`config.mk`:
```
export PLATFORM = sky130hd
export DESIGN_NAME = hilo_muldiv_unit_flat
export DESIGN_NICKNAME = d
export VERILOG_FILES = /design/src/rtl/muldiv_pkg.sv /design/src/rtl/hilo_muldiv_unit_if.sv /design/src/rtl/hilo_iter_core.sv /design/src/rtl/hilo_muldiv_unit.sv /design/src/flat_wrapper.sv
export SDC_FILE = /design/constraint.sdc
export NUM_CORES = 1
export LEC_CHECK = 0
export CAP_MARGIN = 5
export CORE_MARGIN = 3
export CORE_UTILIZATION = 60
export CTS_BUF_LIST = sky130_fd_sc_hd__clkbuf_2
export CTS_CLUSTER_DIAMETER = 150
export DETAILED_ROUTE_END_ITERATION = 10
export GPL_TIMING_DRIVEN = 0
export HOLD_SLACK_MARGIN = 0.02
export PLACE_DENSITY = 0.86
export SETUP_SLACK_MARGIN = 0.4
export SLEW_MARGIN = 20
export SYNTH_ARGS = -nofsm -noshare
export SYNTH_HDL_FRONTEND = slang
export SYNTH_SLANG_ARGS = --single-unit
export TNS_END_PERCENT = 50
```
`constraint.sdc`:
```
create_clock -name clk -period 4.75 [get_ports clk]
set_clock_uncertainty 0.05 [all_clocks]
set_input_delay 0.95 -clock clk [delete_from_list [all_inputs] [get_ports clk]]
set_output_delay 0.95 -clock clk [all_outputs]
set_load 0.005 [all_outputs]
```
`src/rtl/muldiv_pkg.sv`:
```
// rtl/muldiv_pkg.sv - shared encodings and sizes for the HI/LO multiply/divide unit
// Purpose: op encodings, FSM state enum and default widths used by the
//          hilo_muldiv_unit top, its interface and the testbench.
// Ports:   none (package).
package muldiv_pkg;

  localparam int DATA_W_DEF = 32;
  localparam int CNT_W      = $clog2(DATA_W_DEF) + 1;

  localparam logic [2:0] OP_MULTU = 3'b000;
  localparam logic [2:0] OP_MULT  = 3'b001;
  localparam logic [2:0] OP_DIVU  = 3'b010;
  localparam logic [2:0] OP_DIV   = 3'b011;
  localparam logic [2:0] OP_MTHI  = 3'b100;
  localparam logic [2:0] OP_MTLO  = 3'b101;

  typedef enum logic [1:0] {
    ST_IDLE = 2'd0,
    ST_CALC = 2'd1,
    ST_FIX  = 2'd2
  } state_e;

endpackage

```
`src/rtl/hilo_muldiv_unit_if.sv`:
```
// rtl/hilo_muldiv_unit_if.sv - request/result bundle between EX stage and the HI/LO unit
// Purpose: groups the start/op/operand request and the busy/done/flag/HI/LO
//          results of hilo_muldiv_unit.
// Ports:   master drives start, op, X, Y and observes busy, done, div_zero, HI, LO;
//          slave is the reverse.
interface hilo_muldiv_unit_if #(
  parameter int DATA_W = 32
);
  logic              start;
  logic [2:0]        op;
  logic [DATA_W-1:0] X;
  logic [DATA_W-1:0] Y;
  logic              busy;
  logic              done;
  logic              div_zero;
  logic [DATA_W-1:0] HI;
  logic [DATA_W-1:0] LO;

  modport master (
    output start, op, X, Y,
    input  busy, done, div_zero, HI, LO
  );

  modport slave (
    input  start, op, X, Y,
    output busy, done, div_zero, HI, LO
  );
endinterface

```
`src/rtl/hilo_iter_core.sv`:
```
// rtl/hilo_iter_core.sv - one-step-per-cycle shift-add / restoring shift-subtract datapath
// Purpose: unsigned iterative multiply (acc:sreg = a*b) or divide
//          (sreg = a/b, acc = a%b), one bit per i_step cycle.
// Ports:   clk, rst      clock, synchronous active-high reset
//          i_load        capture i_a/i_b/i_is_div and clear acc/counter
//          i_step        perform one iteration
//          i_is_div      1 = divide, 0 = multiply
//          i_a, i_b      multiplier/dividend, multiplicand/divisor (unsigned)
//          o_last        current step is the final one
//          o_hi, o_lo    accumulator (product hi / remainder), shift reg (product lo / quotient)
module hilo_iter_core #(
  parameter int DATA_W = 32,
  parameter int CNT_W  = 6
) (
  input  logic              clk,
  input  logic              rst,
  input  logic              i_load,
  input  logic              i_step,
  input  logic              i_is_div,
  input  logic [DATA_W-1:0] i_a,
  input  logic [DATA_W-1:0] i_b,
  output logic              o_last,
  output logic [DATA_W-1:0] o_hi,
  output logic [DATA_W-1:0] o_lo
);

  logic [DATA_W-1:0] r_acc;
  logic [DATA_W-1:0] r_sreg;
  logic [DATA_W-1:0] r_b;
  logic              r_is_div;
  logic [CNT_W-1:0]  r_cnt;

  logic [DATA_W:0]   w_sum;
  logic [DATA_W:0]   w_shift;
  logic              w_ge;
  logic [DATA_W-1:0] w_diff;

  // Multiply: add b when the low multiplier bit is set, then shift acc:sreg right.
  assign w_sum   = {1'b0, r_acc} + (r_sreg[0] ? {1'b0, r_b} : '0);
  // Divide: shift the next dividend bit into the partial remainder.
  assign w_shift = {r_acc, r_sreg[DATA_W-1]};
  assign w_ge    = (w_shift >= {1'b0, r_b});
  // When w_ge holds the true difference is below b, so the low DATA_W bits are exact.
  assign w_diff  = w_shift[DATA_W-1:0] - r_b;

  always_ff @(posedge clk) begin
    if (rst) begin
      r_acc    <= '0;
      r_sreg   <= '0;
      r_b      <= '0;
      r_is_div <= 1'b0;
      r_cnt    <= '0;
    end else if (i_load) begin
      r_acc    <= '0;
      r_sreg   <= i_a;
      r_b      <= i_b;
      r_is_div <= i_is_div;
      r_cnt    <= '0;
    end else if (i_step) begin
      r_cnt <= r_cnt + 1'b1;
      if (r_is_div) begin
        r_acc  <= w_ge ? w_diff : w_shift[DATA_W-1:0];
        r_sreg <= {r_sreg[DATA_W-2:0], w_ge};
      end else begin
        r_acc  <= w_sum[DATA_W:1];
        r_sreg <= {w_sum[0], r_sreg[DATA_W-1:1]};
      end
    end
  end

  assign o_last = (r_cnt == CNT_W'(DATA_W - 1));
  assign o_hi   = r_acc;
  assign o_lo   = r_sreg;

endmodule

```
`src/rtl/hilo_muldiv_unit.sv`:
```
// rtl/hilo_muldiv_unit.sv - iterative MULT/DIV engine owning the HI/LO register pair
// Purpose: accepts MULT/MULTU/DIV/DIVU/MTHI/MTLO, runs DATA_W iterations in
//          hilo_iter_core, sign-corrects in FIX and holds results in HI/LO.
// Ports:   clk  rising-edge clock
//          rst  synchronous active-high reset
//          bus  slave side of hilo_muldiv_unit_if (start/op/X/Y in;
//               busy/done/div_zero/HI/LO out)
module hilo_muldiv_unit
  import muldiv_pkg::*;
#(
  parameter int DATA_W = DATA_W_DEF
) (
  input  logic              clk,
  input  logic              rst,
  hilo_muldiv_unit_if.slave bus
);

  localparam int STEP_CNT_W = $clog2(DATA_W) + 1;

  state_e            r_state, w_state_nxt;
  logic              r_sign_q, r_sign_r, r_is_div, r_dz, r_done, r_div_zero;
  logic [DATA_W-1:0] r_hi, r_lo;

  logic              w_legal, w_accept, w_signed_op, w_div_op, w_iter_op, w_dz_op;
  logic              w_x_neg, w_y_neg;
  logic              w_load, w_step, w_last;
  logic [DATA_W-1:0] w_abs_x, w_abs_y;
  logic [DATA_W-1:0] w_core_hi, w_core_lo;
  logic [DATA_W-1:0] w_fix_hi, w_fix_lo;
  logic [2*DATA_W-1:0] w_prod_neg;

  assign w_legal     = (bus.op <= OP_MTLO);
  assign w_accept    = (r_state == ST_IDLE) && bus.start && w_legal;
  assign w_iter_op   = !bus.op[2];
  assign w_signed_op = (bus.op == OP_MULT) || (bus.op == OP_DIV);
  assign w_div_op    = (bus.op == OP_DIVU) || (bus.op == OP_DIV);
  assign w_dz_op     = w_div_op && (bus.Y == '0);
  assign w_x_neg     = w_signed_op && bus.X[DATA_W-1];
  assign w_y_neg     = w_signed_op && bus.Y[DATA_W-1];
  assign w_abs_x     = w_x_neg ? -bus.X : bus.X;
  assign w_abs_y     = w_y_neg ? -bus.Y : bus.Y;

  hilo_iter_core #(
    .DATA_W (DATA_W),
    .CNT_W  (STEP_CNT_W)
  ) u_core (
    .clk      (clk),
    .rst      (rst),
    .i_load   (w_load),
    .i_step   (w_step),
    .i_is_div (w_div_op),
    .i_a      (w_abs_x),
    .i_b      (w_abs_y),
    .o_last   (w_last),
    .o_hi     (w_core_hi),
    .o_lo     (w_core_lo)
  );

  always_comb begin
    w_state_nxt = r_state;
    w_load      = 1'b0;
    w_step      = 1'b0;
    unique case (r_state)
      ST_IDLE: begin
        if (w_accept && w_iter_op) begin
          w_load      = 1'b1;
          // Divide by zero skips iteration; FIX writes the defined result.
          w_state_nxt = w_dz_op ? ST_FIX : ST_CALC;
        end
      end
      ST_CALC: begin
        w_step = 1'b1;
        if (w_last) w_state_nxt = ST_FIX;
      end
      ST_FIX:  w_state_nxt = ST_IDLE;
      default: w_state_nxt = ST_IDLE;
    endcase
  end

  assign w_prod_neg = -{w_core_hi, w_core_lo};

  always_comb begin
    w_fix_hi = w_core_hi;
    w_fix_lo = w_core_lo;
    if (r_dz) begin
      // The core still holds |X| in its shift register; re-apply X's sign to recover X.
      w_fix_hi = r_sign_r ? -w_core_lo : w_core_lo;
      w_fix_lo = '1;
    end else if (r_is_div) begin
      if (r_sign_q) w_fix_lo = -w_core_lo;
      if (r_sign_r) w_fix_hi = -w_core_hi;
    end else if (r_sign_q) begin
      {w_fix_hi, w_fix_lo} = w_prod_neg;
    end
  end

  always_ff @(posedge clk) begin
    if (rst) begin
      r_state    <= ST_IDLE;
      r_sign_q   <= 1'b0;
      r_sign_r   <= 1'b0;
      r_is_div   <= 1'b0;
      r_dz       <= 1'b0;
      r_done     <= 1'b0;
      r_div_zero <= 1'b0;
      r_hi       <= '0;
      r_lo       <= '0;
    end else begin
      r_state <= w_state_nxt;
      r_done  <= 1'b0;
      if (w_accept) begin
        r_div_zero <= 1'b0;
        r_sign_q   <= w_x_neg ^ w_y_neg;
        r_sign_r   <= w_x_neg;
        r_is_div   <= w_div_op;
        r_dz       <= w_dz_op;
        if (bus.op == OP_MTHI) begin
          r_hi   <= bus.X;
          r_done <= 1'b1;
        end
        if (bus.op == OP_MTLO) begin
          r_lo   <= bus.X;
          r_done <= 1'b1;
        end
      end
      if (r_state == ST_FIX) begin
        r_hi       <= w_fix_hi;
        r_lo       <= w_fix_lo;
        r_done     <= 1'b1;
        r_div_zero <= r_dz;
      end
    end
  end

  assign bus.busy     = (r_state != ST_IDLE);
  assign bus.done     = r_done;
  assign bus.div_zero = r_div_zero;
  assign bus.HI       = r_hi;
  assign bus.LO       = r_lo;

endmodule

```
`src/flat_wrapper.sv`:
```
// flat-port wrapper written by rule: the top's interface ports become plain ports
module hilo_muldiv_unit_flat import muldiv_pkg::*;
#(
  parameter int DATA_W = DATA_W_DEF
)
  (clk, rst, bus_start, bus_op, bus_X, bus_Y, bus_busy, bus_done, bus_div_zero, bus_HI, bus_LO);
  hilo_muldiv_unit_if #(.DATA_W(DATA_W)) bus_i ();
  input  logic clk;
  input  logic rst;
  input wire logic [$bits(bus_i.start)-1:0] bus_start;
  input wire logic [$bits(bus_i.op)-1:0] bus_op;
  input wire logic [$bits(bus_i.X)-1:0] bus_X;
  input wire logic [$bits(bus_i.Y)-1:0] bus_Y;
  output wire logic [$bits(bus_i.busy)-1:0] bus_busy;
  output wire logic [$bits(bus_i.done)-1:0] bus_done;
  output wire logic [$bits(bus_i.div_zero)-1:0] bus_div_zero;
  output wire logic [$bits(bus_i.HI)-1:0] bus_HI;
  output wire logic [$bits(bus_i.LO)-1:0] bus_LO;
  assign bus_i.start = bus_start;
  assign bus_i.op = bus_op;
  assign bus_i.X = bus_X;
  assign bus_i.Y = bus_Y;
  assign bus_busy = bus_i.busy;
  assign bus_done = bus_i.done;
  assign bus_div_zero = bus_i.div_zero;
  assign bus_HI = bus_i.HI;
  assign bus_LO = bus_i.LO;
  hilo_muldiv_unit #(.DATA_W(DATA_W)) u_core (.clk(clk), .rst(rst), .bus(bus_i));
endmodule
```
==> results.py, run 1 <==
metrics = {
    "run_status": {
        "status": "finished clean",
    },
    "drt": {
        "drt_first_pass_iters": 9,
        "via_per_inst": 6.90,
        "detail_route.iter0.violations": 2516,
        "detailroute.via_count": 17500,
        "routed_wirelength_um": 62700,
        "drcViolationCount": 0,
        "post_drt_wl_per_cell_um": 24.7,
        "postRouteAntennaNets": 0,
    },
    "finish": {
        "commonest_non_fill_non_tap_cell_in_the_layout": "nor2_1",
        "postLayoutCellArea_mm2": 0.0169,
        "top_library_cells_by_usage_in_the_layout_fill_and_taps_aside": "nor2_1, a21oi_1, nand2_1",
        "fillerInstances": 2066,
        "num-nets-final": 2350,
        "final_layout_size_suffix_gt1_share_pct": 4.28,
        "final_cells": 2542,
        "area_growth_pct": 13.8,
    },
    "placement": {
        "global_placement_routability_congestion": 1.05,
        "place.detailed.instances": 2507,
        "placement.io_buffers": 134,
        "post_dp_cell_area_mm2": 0.0166,
        "dpl.hpwl_um": 47700,
    },
    "timing": {
        "timing.setup.tns_ns": 0,
        "final-setup-viol-count": 0,
        "relative_slew_margins_pct": 23.5,
        "maxSlewViolCount": 0,
        "layout_min_cycle_time_ns": 4.24,
        "rsz0062_at_grt": "true",
        "post-route-period-util_pct": 89.2,
        "tightestPinTransition_ns": 1.15,
        "timing.final.hold_violations": 0,
        "top_achievable_clock_speed_mhz": 236,
    },
    "grt": {
        "grt_max_degree": 20,
        "grtUsageTotal_pct": 45.8,
        "grt_remaining_overflow": 0,
        "antenna_violations_before_repair": 1,
        "grt_pass1_vias": 16200,
        "wire_length_of_the_first_global_routing_pass_um": 94000,
    },
    "floorplanning": {
        "fp.dieArea_mm2": 0.0267,
        "start_util_pct": 62.2,
        "die_height_um": 163,
        "num_rows": 56,
        "core-area_mm2": 0.0239,
        "width_of_the_die_um": 163,
        "io_pins": 137,
    },
    "synthesis": {
        "main_combinational_cell_family_by_area_after_synthesis": "compound AO/OA/AOI/OAI gates",
        "netlist_instances": 2054,
        "synthesis.area_mm2": 0.0149,
        "synth_seq_cells": 175,
        "synth-compound-area-share_pct": 27.7,
        "netlist.area_leader.share_pct": 23.6,
        "synth_seq_area_share_pct": 23.6,
        "async_flop_share_pct": 0,
        "post_synth_xor_area_fraction_pct": 11.8,
        "mapped_avg_cell_area_um2": 7.24,
        "synth_flop_cell": "dfxtp_1",
        "yosys.area.top_type": "dfxtp_1",
        "number_of_enable_flip_flop_cells_after_synthesis": 0,
        "synth.area.mux_share_pct": 3.70,
        "synth_simple_gate_area_share_pct": 21.6,
        "synth_fa_ha_area_share_pct": 6.08,
        "synthesis.nets": 2195,
        "synth.top_cells.by_area": "dfxtp_1, a21oi_1, nor2_1",
        "synth_cell_types": 77,
        "ys.warnings.count": 0,
    },
    "worst_setup_path": {
        "setup.worst_path.end_class": "flip-flop",
        "cp_common_cell": "a21oi_1",
        "timing.critical_path.slowest_cell_delay_ns": 0.51,
        "timing.critical_path.arrival_ns": 4.92,
        "crit_chain": "clkbuf_2 -> inv_1 -> buf_1 -> ha_1 -> or3b_4 -> nand4b_1 -> o21a_1 -> clkbuf_1 -> a21oi_1 -> xor2_1 -> o21ai_0 -> a21oi_1 -> nor2_1",
        "worst_r2r_path_depth": 13,
        "worstSetupPathType": "flip-flop to flip-flop",
        "crit_fanout": 10,
        "setup.worst_path.start_class": "flip-flop",
        "worst-endpoint-required_ns": 5.43,
        "crit_path_top_delay_cell": "nand4b_1",
    },
    "clock_network": {
        "ctsLongestPathBuffers": 2,
        "cts_root_buf": "clkbuf_2",
        "cts_tree": "built",
        "h-tree-depth": 4,
        "clk-insertion-delay-late_ns": 0.85,
        "tritoncts.num_buffers": 17,
        "worst_setup_hold_path_clk_slew_ns": 0.35,
        "clock-sinks": 175,
    },
    "power_and_ir_drop": {
        "pwr_density_cell_mw_per_mm2": 256,
        "ir_worst_vdd_mv": 0.150,
        "power_leakage_nw": 6.40,
    },
    "min_path": {
        "whs_path_depth": 3,
        "hold_crit_class": "input port to flip-flop",
    },
    "flow_run": {
        "cap_viol_max_count": 0,
    },
}
[stage by stage]
step / utilization (%) / setup slack (ns) / hold WS [ns] / total power [mW]
final: 70.8 / 0.514 / 0.420 / 4.33
after global routing: 70.8 / 0.340 / 0.415 / 4.47
after CTS: 70.7 / 0.460 / 0.417 / 4.21
after detailed placement: 69.5 / 0.165 / 0.396 / 3.33
after global placement: 69.5 / 0.223 / 0.391 / 3.30
after floorplan: - / 1.37 / 0.382 / 2.76
[sequential cells by signal (all words and copies together), names as in the netlist, 2 cells and up]
register,flops
u_core.u_core.o_lo,32
u_core.u_core.r_cnt,6
u_core.bus.LO,32
u_core.u_core.o_hi,32
u_core.r_state,2
u_core.u_core.r_b,32
u_core.bus.HI,32
[final timing paths]
| check | startpoint | endpoint | slack, ns |
|---|---|---|---|
| max | u_core.u_core.o_lo[0]$_SDFFE_PP0P_ | u_core.bus.HI[8]$_SDFFE_PP0P_ | 0.51 |
| min reg2reg | u_core.u_core.r_b[21]$_SDFFE_PP0P_ | u_core.u_core.r_b[21]$_SDFFE_PP0P_ | 0.42 |
| max reg2reg | u_core.u_core.o_lo[0]$_SDFFE_PP0P_ | u_core.bus.HI[8]$_SDFFE_PP0P_ | 0.51 |
| min | bus_X[15] | u_core.bus.LO[15]$_SDFFE_PP0P_ | 0.42 |
[synthesized netlist by cell type (14+ instances only)]
library cell  instances
or3_1                30
xnor2_1             104
mux2i_1              47
inv_1                57
o21ai_0             144
nand3_1              26
a21o_1               38
a31oi_1              24
nor2_1              244
xor2_1               97
o31ai_1              19
ha_1                 69
nand4_1              23
clkbuf_1            116
a311oi_1             25
nand2_1             202
a21oi_1             227
o211ai_1             18
nor4_1               16
nor3_1               52
dfxtp_1             175
nor2b_1              14
buf_2                15
o22ai_1              16
a211oi_1             50
or4_1                14
[kinds of logic (layout without fill, tap and decap cells)]
logic type,after synthesis,in the layout
simple gates,689,689
compound gates,658,658
buf+inv,206,374
xor+xnor,201,201
flops,175,175
fa+ha+maj,71,71
mux,54,54
other cells,0,1
[cell type report]
cell class | count | area [um2] | share of cell area [%]
inverter | 57 | 214 | 1.27
tap | 319 | 399 | 2.36
multi-input combinational | 1673 | 10500 | 62.4
antenna | 1 | 2.50 | 0.0148
sequential | 175 | 3500 | 20.7
clock buffer | 17 | 85.1 | 0.503
timing repair buffer | 136 | 1360 | 8.02
clock inverter | 15 | 191 | 1.13
buffer | 149 | 612 | 3.62
[worst max-delay path, delay by kind of cell (launching register included)]
family                   cells  cell delay [ns]
AO/OA/AOI/OAI                4             0.97
flip-flops                   1             0.38
adder cells (fa/ha/maj)      1             0.36
buffers and inverters        4             1.19
AND/OR/NAND/NOR              3             1.03
XOR/XNOR                     1             0.21
[power breakdown]
part / switching (mW) / internal [mW] / leakage (nW)
clock network: 0.702 / 0.235 / 0.162
logic: 1.07 / 0.660 / 4.81
registers: 0.0896 / 1.57 / 1.43
[routing by layer]
metal / part of all wire [%] / GRT usage, % / vias to the layer above
met5: 0 / 0 / -
met1: 36 / 55.7 / 8114
met3: 12 / 10.4 / 357
met4: 8.9 / 33.8 / 0
met2: 43 / 70.9 / 1357
li1: - / - / 7715
[what timing repair did]
action | CTS | global route
pin swaps | 0 | 1
hold buffers | 0 | 0
buffers inserted | 0 | 2
resized for setup | 3 | 4
setup endpoints to repair | 5 | 7
hold endpoints to repair | 0 | 0
gates cloned | 0 | 0
Note: power is estimated with default switching activity, not from simulation.
==> run 2, diff against run 1 <==
--- a/config.mk
+++ b/config.mk
@@ -12,7 +12,6 @@
 export CTS_CLUSTER_DIAMETER = 150
 export DETAILED_ROUTE_END_ITERATION = 10
 export GPL_TIMING_DRIVEN = 0
-export HOLD_SLACK_MARGIN = 0.02
 export PLACE_DENSITY = 0.86
 export SETUP_SLACK_MARGIN = 0.4
 export SLEW_MARGIN = 20
==> results of run 2 <==
Final layout, timing and power as in run 1 (identical DEF).
